File: config.mk
export PLATFORM = sky130hd
export DESIGN_NAME = mem_refill_arbiter
export DESIGN_NICKNAME = d
export VERILOG_FILES = /design/src/rtl/mem_refill_arbiter_pkg.sv /design/src/rtl/mem_refill_arbiter_grant.sv /design/src/rtl/mem_refill_arbiter.sv
export SDC_FILE = /design/constraint.sdc
export NUM_CORES = 1
export LEC_CHECK = 0
export BUFFER_PORTS_ARGS = -buffer_cell sky130_fd_sc_hd__buf_2
export CAP_MARGIN = 15
export CORE_ASPECT_RATIO = 1.5
export CORE_MARGIN = 5
export CORE_UTILIZATION = 45
export DETAILED_ROUTE_END_ITERATION = 6
export PLACE_DENSITY = 0.89
export SYNTH_ARGS = -nofsm -noshare
export SYNTH_HDL_FRONTEND = slang
export SYNTH_SLANG_ARGS = --single-unit
File: constraint.sdc
create_clock -name clk -period 5.8 [get_ports clk]
set_input_delay 0.58 -clock clk [delete_from_list [all_inputs] [get_ports clk]]
set_output_delay 0.58 -clock clk [all_outputs]
set_load 0.005 [all_outputs]
File: src/rtl/mem_refill_arbiter_pkg.sv
// Shared definitions for the main-memory refill arbiter: bus widths,
// sequencer state encoding and the requester-owner type.
package mem_pkg;

    localparam int BLOCK_ADDR_W = 13;
    localparam int BLOCK_DATA_W = 128;

    // Counter wide enough for the largest supported access latency (15)
    localparam int CNT_W = 4;

    typedef enum logic [1:0] {
        IDLE = 2'd0,
        WAIT = 2'd1,
        DONE = 2'd2
    } state_t;

    // 0 = instruction cache port, 1 = data cache port
    typedef logic owner_t;

endpackage

File: src/rtl/mem_refill_arbiter_grant.sv
// Combinational grant decision between the two refill ports.
// Build option: define ROUND_ROBIN_EN to alternate ties between ports;
// otherwise port 0 has fixed priority on ties.
module refill_grant
    import mem_pkg::*;
(
    input  logic   req0,
    input  logic   req1,
    input  owner_t lastGrant,
    output logic   grantValid,
    output owner_t grantOwner
);

`ifndef ROUND_ROBIN_EN
    // Fixed priority ignores the history; keep the input tied off quietly
    logic unused_last_grant;
    assign unused_last_grant = lastGrant;
`endif

    // Pick a winner whenever at least one port is requesting
    always_comb begin
        grantValid = req0 | req1;
        grantOwner = 1'b0;
        if (req0 && req1) begin
`ifdef ROUND_ROBIN_EN
            grantOwner = ~lastGrant;
`else
            grantOwner = 1'b0;
`endif
        end else if (req1) begin
            grantOwner = 1'b1;
        end
    end

endmodule

File: src/rtl/mem_refill_arbiter.sv
// Refill sequencer: serialises block refills from the instruction and data
// caches onto one memory address bus, waits a fixed access latency, captures
// the block and pulses ready to the owner for one cycle.
// Build option: ROUND_ROBIN_EN selects round-robin tie breaking (adds the
// lastGrant history register); undefined gives fixed port-0 priority.
module mem_refill_arbiter
    import mem_pkg::*;
#(
    parameter int LATENCY = 4
)
(
    input  logic                    clk,
    input  logic                    rst,
    input  logic                    req0,
    input  logic [BLOCK_ADDR_W-1:0] addr0,
    input  logic                    req1,
    input  logic [BLOCK_ADDR_W-1:0] addr1,
    output logic [BLOCK_ADDR_W-1:0] memAddress,
    input  logic [BLOCK_DATA_W-1:0] memData,
    output logic                    ready0,
    output logic                    ready1,
    output logic [BLOCK_DATA_W-1:0] outData,
    output logic                    busy
);

    state_t           state;
    owner_t           owner;
    logic [CNT_W-1:0] cnt;
    logic             grantValid;
    owner_t           grantOwner;
    owner_t           last_grant_w;

`ifdef ROUND_ROBIN_EN
    owner_t lastGrant;
    assign last_grant_w = lastGrant;
`else
    assign last_grant_w = 1'b1;
`endif

    refill_grant u_grant (
        .req0       (req0),
        .req1       (req1),
        .lastGrant  (last_grant_w),
        .grantValid (grantValid),
        .grantOwner (grantOwner)
    );

    // Sequencer: grant in IDLE, count out the memory latency, then pulse ready
    always_ff @(posedge clk or posedge rst) begin
        if (rst) begin
            state      <= IDLE;
            owner      <= 1'b0;
            cnt        <= '0;
            memAddress <= '0;
            outData    <= '0;
            ready0     <= 1'b0;
            ready1     <= 1'b0;
            busy       <= 1'b0;
`ifdef ROUND_ROBIN_EN
            lastGrant  <= 1'b1;
`endif
        end else begin
            case (state)
                IDLE: begin
                    if (grantValid) begin
                        memAddress <= grantOwner ? addr1 : addr0;
                        owner      <= grantOwner;
                        cnt        <= CNT_W'(LATENCY - 1);
                        busy       <= 1'b1;
                        state      <= WAIT;
`ifdef ROUND_ROBIN_EN
                        lastGrant  <= grantOwner;
`endif
                    end
                end
                WAIT: begin
                    if (cnt != '0) begin
                        cnt <= cnt - 1'b1;
                    end else begin
                        outData <= memData;
                        ready0  <= (owner == 1'b0);
                        ready1  <= (owner == 1'b1);
                        state   <= DONE;
                    end
                end
                DONE: begin
                    ready0 <= 1'b0;
                    ready1 <= 1'b0;
                    busy   <= 1'b0;
                    state  <= IDLE;
                end
                default: begin
                    state <= IDLE;
                end
            endcase
        end
    end

endmodule
; ---- Word-level counts from Yosys, hierarchy flattened
; Index checks and enable logic that the tools add are counted.
[totals]
reg_bits = 151
inputBits = 158
wordCells = 44
[op_classes]
addsub = 1
eq_ne = 5
muxes = 15
bitwise = 3
n_reduce_logical = 12
[op_table]
columns = cell, count
row1 = two-way mux 13 bit, 1
row2 = AND reduction 2 bit, 5
row3 = two-way mux 4 bit, 2
row4 = one-hot mux 4 bit (2 select lines), 1
row5 = != test 2 bit (second input constant), 3
row6 = one-hot mux 1 bit (2 select lines), 3
row7 = nonzero test 2 bit, 3
row8 = two-way mux 1 bit, 5
row9 = two-way mux 2 bit, 2
row10 = one-hot mux 2 bit (2 select lines), 1
row11 = nonzero test 4 bit, 1
row12 = subtractor 4 x 1 -> 4 bit (second input constant), 1
row13 = AND reduction 3 bit, 1
row14 = == test 2 x 1 -> 1 bit (second input constant), 1
row15 = == test 2 bit (second input constant), 1
row16 = logical NOT 2 bit, 1
row17 = inverter 1 bit, 2
row18 = logical AND 1 bit, 1
row19 = bitwise OR 1 bit, 1

; ---- Longest topological paths before layout
[depth]
depth_word = 3
depth_mapped = 7
ltp_nobuf = 5

; ---- Modules after synthesis
; A second synthesis with hierarchy kept.
[hier_totals]
cells_unflattened = 381
area_unflattened_um2 = 6394.9
[by_module_without_submodules]
columns = mod, instances, cells_each, area_per_inst_um2
row1 = mem_refill_arbiter, 1, 379, 6382.4
row2 = refill_grant, 1, 2, 12.5

; ---- Worst setup path after synthesis
; No wires, ideal clock.
[synth_path]
path_kind = in2reg
startpoint = input req1
endpoint = register memAddress[0]
setup_ns = 0.125
arrival_time_ns = 1.654
required_time_ns = 5.675
setup_slack_ns = 4.021
stages = 4
path_buffers = 1
path_cell_list = nor2b_1 -> buf_2 -> mux2_2 -> mux2_2
[synth_via]
elab_chain_len = 3
[synth_rtl]
columns = element, line_no
row1 = from (decl), mem_refill_arbiter.sv:16  ; input logic req1,
row2 = two-way mux 1 bit / logical AND 1 bit (equally long branches), "mem_refill_arbiter_grant.sv:30, mem_refill_arbiter_grant.sv:24"
row3 = two-way mux 1 bit, mem_refill_arbiter_grant.sv:24  ; if (req0 && req1) begin
row4 = two-way mux 13 bit, mem_refill_arbiter.sv:66  ; memAddress <= grantOwner ? addr1 : addr0;
row5 = to (signal assigned), mem_refill_arbiter.sv:66
row6 = to (decl), mem_refill_arbiter.sv:18  ; output logic [BLOCK_ADDR_W-1:0] memAddress,
; Parallel ways exist; a longest one is shown, timed or not.
; A chain may end at the register's enable or synchronous reset.

; ---- Worst setup path in the final report
[layout_path]
startpoint = register cnt[0]
endpoint = register outData[10]
[layout_via]
elab_chain_len = 3
[layout_rtl]
columns = element, line_no
row1 = from (decl), mem_refill_arbiter.sv:28  ; logic [CNT_W-1:0] cnt;
row2 = from (signal assigned), mem_refill_arbiter.sv:68  ; cnt <= CNT_W'(LATENCY - 1);
row3 = from (signal assigned), mem_refill_arbiter.sv:78  ; cnt <= cnt - 1'b1;
row4 = nonzero test 4 bit, mem_refill_arbiter.sv:77  ; if (cnt != '0) begin
row5 = inverter 1 bit (no source line), -
row6 = AND reduction 2 bit (no source line), -
row7 = to (signal assigned), mem_refill_arbiter.sv:80  ; outData <= memData;
row8 = to (decl), mem_refill_arbiter.sv:22  ; output logic [BLOCK_DATA_W-1:0] outData,
; Every way passes these cells.

==> impl_metrics.env <==
export IMPL_grt_pass1_vias=4779
export IMPL_cts_hold_buffers=0
export IMPL_ys_warn_count=0
export IMPL_ir_worst_vdd_mv=0.300
export IMPL_cts_buffers=17
export IMPL_cts_resized=0
export IMPL_ys_seq_area_share_pct=60.6
export IMPL_vias_per_cell=4.96
export IMPL_drv_cap=0
export IMPL_start_util_pct=46.1
export IMPL_grt_pass1_wl_um=24300
export IMPL_synth_top_area_share_pct=60.6
export IMPL_power_leakage_uw=0.00447
export IMPL_drive_above_1_share_pct=72.5
export IMPL_wl_um=15300
export IMPL_clkLatencyLatePin_ns=0.40
export IMPL_syn_area_mm2=0.00623
export IMPL_cts_tree="built"
export IMPL_fin_crit_ns=2.81
export IMPL_synthTopCellsByArea="dfrtp_1 61%, mux2_4 21%, mux2_2 12%"
export IMPL_coreArea_mm2=0.0135
export IMPL_cp_required_ns=6.09
export IMPL_syn_avg_cell_area_um2=17.3
export IMPL_die_x_um=106
export IMPL_grt_max_degree=94
export IMPL_antenna_found_initial=0
export IMPL_dr_pass1_iters=4
export IMPL_end_kind="flip-flop"
export IMPL_antenna_cells=0
export IMPL_status="complete, no violations"
export IMPL_synth_top_cell_by_area="dfrtp_1"
export IMPL_synthCells=360
export IMPL_syn_num_nets=519
export IMPL_hold_violations=0
export IMPL_grt_usage_pct=18.7
export IMPL_period_share_pct=48.4
export IMPL_ys_ff_latch=151
export IMPL_clk_path_buf_depth=2
export IMPL_gr_total_overflow=0
export IMPL_nets=825
export IMPL_num_vias=4171
export IMPL_critPathMaxFanout=78
export IMPL_path_cells="inv_1, ha_1, nor3b_4, nand2_8, buf_4, mux2_2"
export IMPL_finalPower_uw=4930
export IMPL_finalSetupTns_ns=0
export IMPL_ys_types=26
export IMPL_cts_htree_levels=4
export IMPL_io_pins=302
export IMPL_wire_per_inst_um=18.2
export IMPL_rsz0062_at_grt="false"
export IMPL_holdCritPathClass="in2async"
export IMPL_cts_setup_buffers=0
export IMPL_skew_ns=0.0104
export IMPL_crit_type="reg2reg"
export IMPL_report_final_slew_viol_count=0
export IMPL_dpl_hpwl_um=11800
export IMPL_areaGrowthSynthToFinish_pct=35.5
export IMPL_drt_antenna_violating_nets=0
export IMPL_cpMaxStageDelayCell="buf_4"
export IMPL_cts_root_buf="clkbuf_16"
export IMPL_cp_arrival_ns=3.09
export IMPL_critPathBufInv=2
export IMPL_drt_iter0_markers=146
export IMPL_worst_slew_margin_rel_pct=33.0
export IMPL_cp_slowest_stage_delay_ns=0.86
export IMPL_crit_family="buffers and inverters"
export IMPL_drcViolationCount=0
export IMPL_io_buffers=301
export IMPL_power_density_mw_per_mm2=584
export IMPL_cts_sinks=151
export IMPL_gp_congestion=0.809
export IMPL_fmax_ghz=0.357
export IMPL_worst_slew_pin_slew_ns=1.00
export IMPL_rows=52
export IMPL_cp_start_kind="flip-flop"
export IMPL_setup_viol=0
export IMPL_dieHeight_um=154
export IMPL_clk_pin_slew_ns=0.06
export IMPL_fp_dieArea_mm2=0.0164
-- layout by cell type, fill, tap and decap left out, types with 4 or more instances in the layout --
master / n
o21ai_0: 4
dfrtp_1: 151
clkbuf_16: 17
mux2_4: 87
clkinvlp_4: 4
mux2_2: 67
nor3_1: 4
inv_1: 5
buf_2: 301
inv_6: 6
-- synth_stat cells --
library cell  count
dfrtp_1         151
mux2_4           87
mux2_2           67
buf_6            10
inv_1             6
buf_2             5
nor3_1            4
o21ai_0           4
a21oi_1           3
nand2_1           3
nor2_1            3
mux2i_1           2
o22a_1            2
a211oi_1          1
a32o_1            1
and2_1            1
buf_4             1
clkbuf_2          1
ha_1              1
nand2_2           1
nand2b_1          1
nor2b_1           1
nor2b_4           1
nor3b_4           1
nor4bb_1          1
o21a_1            1
-- per-layer routing --
layer,global-route usage [%],routed length [um]
met5,0,0
met4,8.15,536
met3,5.45,1080
met2,34.2,8400
met1,19.6,5320
-- final cells by class --
cell class | instances | area, um^2
inverters | 6 | 27.5
clock inverters | 12 | 164
flip-flops and latches | 151 | 3780
clock buffers | 20 | 447
multi-input cells | 186 | 2290
well taps | 162 | 203
fillers | 1020 | 5090
repair buffers | 304 | 1530
-- cell families after synthesis --
group,Yosys count,synth area share [%]
adder cells (fa/ha/maj),1,0.201
multiplexers,156,33.4
buffers and inverters,23,2.77
flip-flops,151,60.6
AO/OA/AOI/OAI,12,1.24
AND/OR/NAND/NOR,17,1.77
-- sequential cells by signal, indices dropped and copies added, names as in the netlist --
register    flops
busy            1
cnt             4
memAddress     13
outData       128
owner           1
ready0          1
ready1          1
state           2
-- metrics by stage --
stage / cells / setup slack, ns / instance area (um^2) / hold slack, ns / util (%)
finish: 841 / 2.99 / 8440 / 0.324 / 62.4
global route: 841 / 2.83 / 8440 / 0.382 / 62.4
CTS: 841 / 2.94 / 8440 / 0.378 / 62.4
detailed placement: 809 / 2.96 / 7830 / 0.455 / 57.9
global placement: 809 / 3.09 / 7830 / 0.476 / 57.9
floorplan: 360 / 1.16 / 6230 / 0.438 / -
-- power by group --
group	internal [uW]	switching [uW]	total [uW]	leakage, uW
combinational	1190	695	1880	0.00242
sequential	1600	325	1930	0.00176
clock	696	430	1130	0.000285
total	3480	1450	4930	0.00447
-- path summary, 6_finish.rpt --
check | slack, ns | start | depth (start not counted) | endpoint
setup reg to reg | 2.99 | cnt[0]$_DFFE_PP0P_ | 6 | outData[10]$_DFFE_PP0P_
hold reg to reg | 0.46 | owner$_DFFE_PP0P_ | 1 | ready0$_DFFE_PP0P_
setup / recovery | 2.99 | cnt[0]$_DFFE_PP0P_ | 6 | outData[10]$_DFFE_PP0P_
max in group asynchronous | 4.18 | rst | 3 | outData[56]$_DFFE_PP0P_
hold / removal | 0.32 | rst | 2 | outData[15]$_DFFE_PP0P_
min in group clk | 0.41 | memData[72] | 2 | outData[72]$_DFFE_PP0P_
-- worst register-to-register path, cell delays in order (launching register included) --
cell and delay [ns]:
dfrtp_1 0.40, inv_1 0.07, ha_1 0.25, nor3b_4 0.20, nand2_8 0.47, buf_4 0.88
mux2_2 0.44
(Power assumes the default switching activity.)
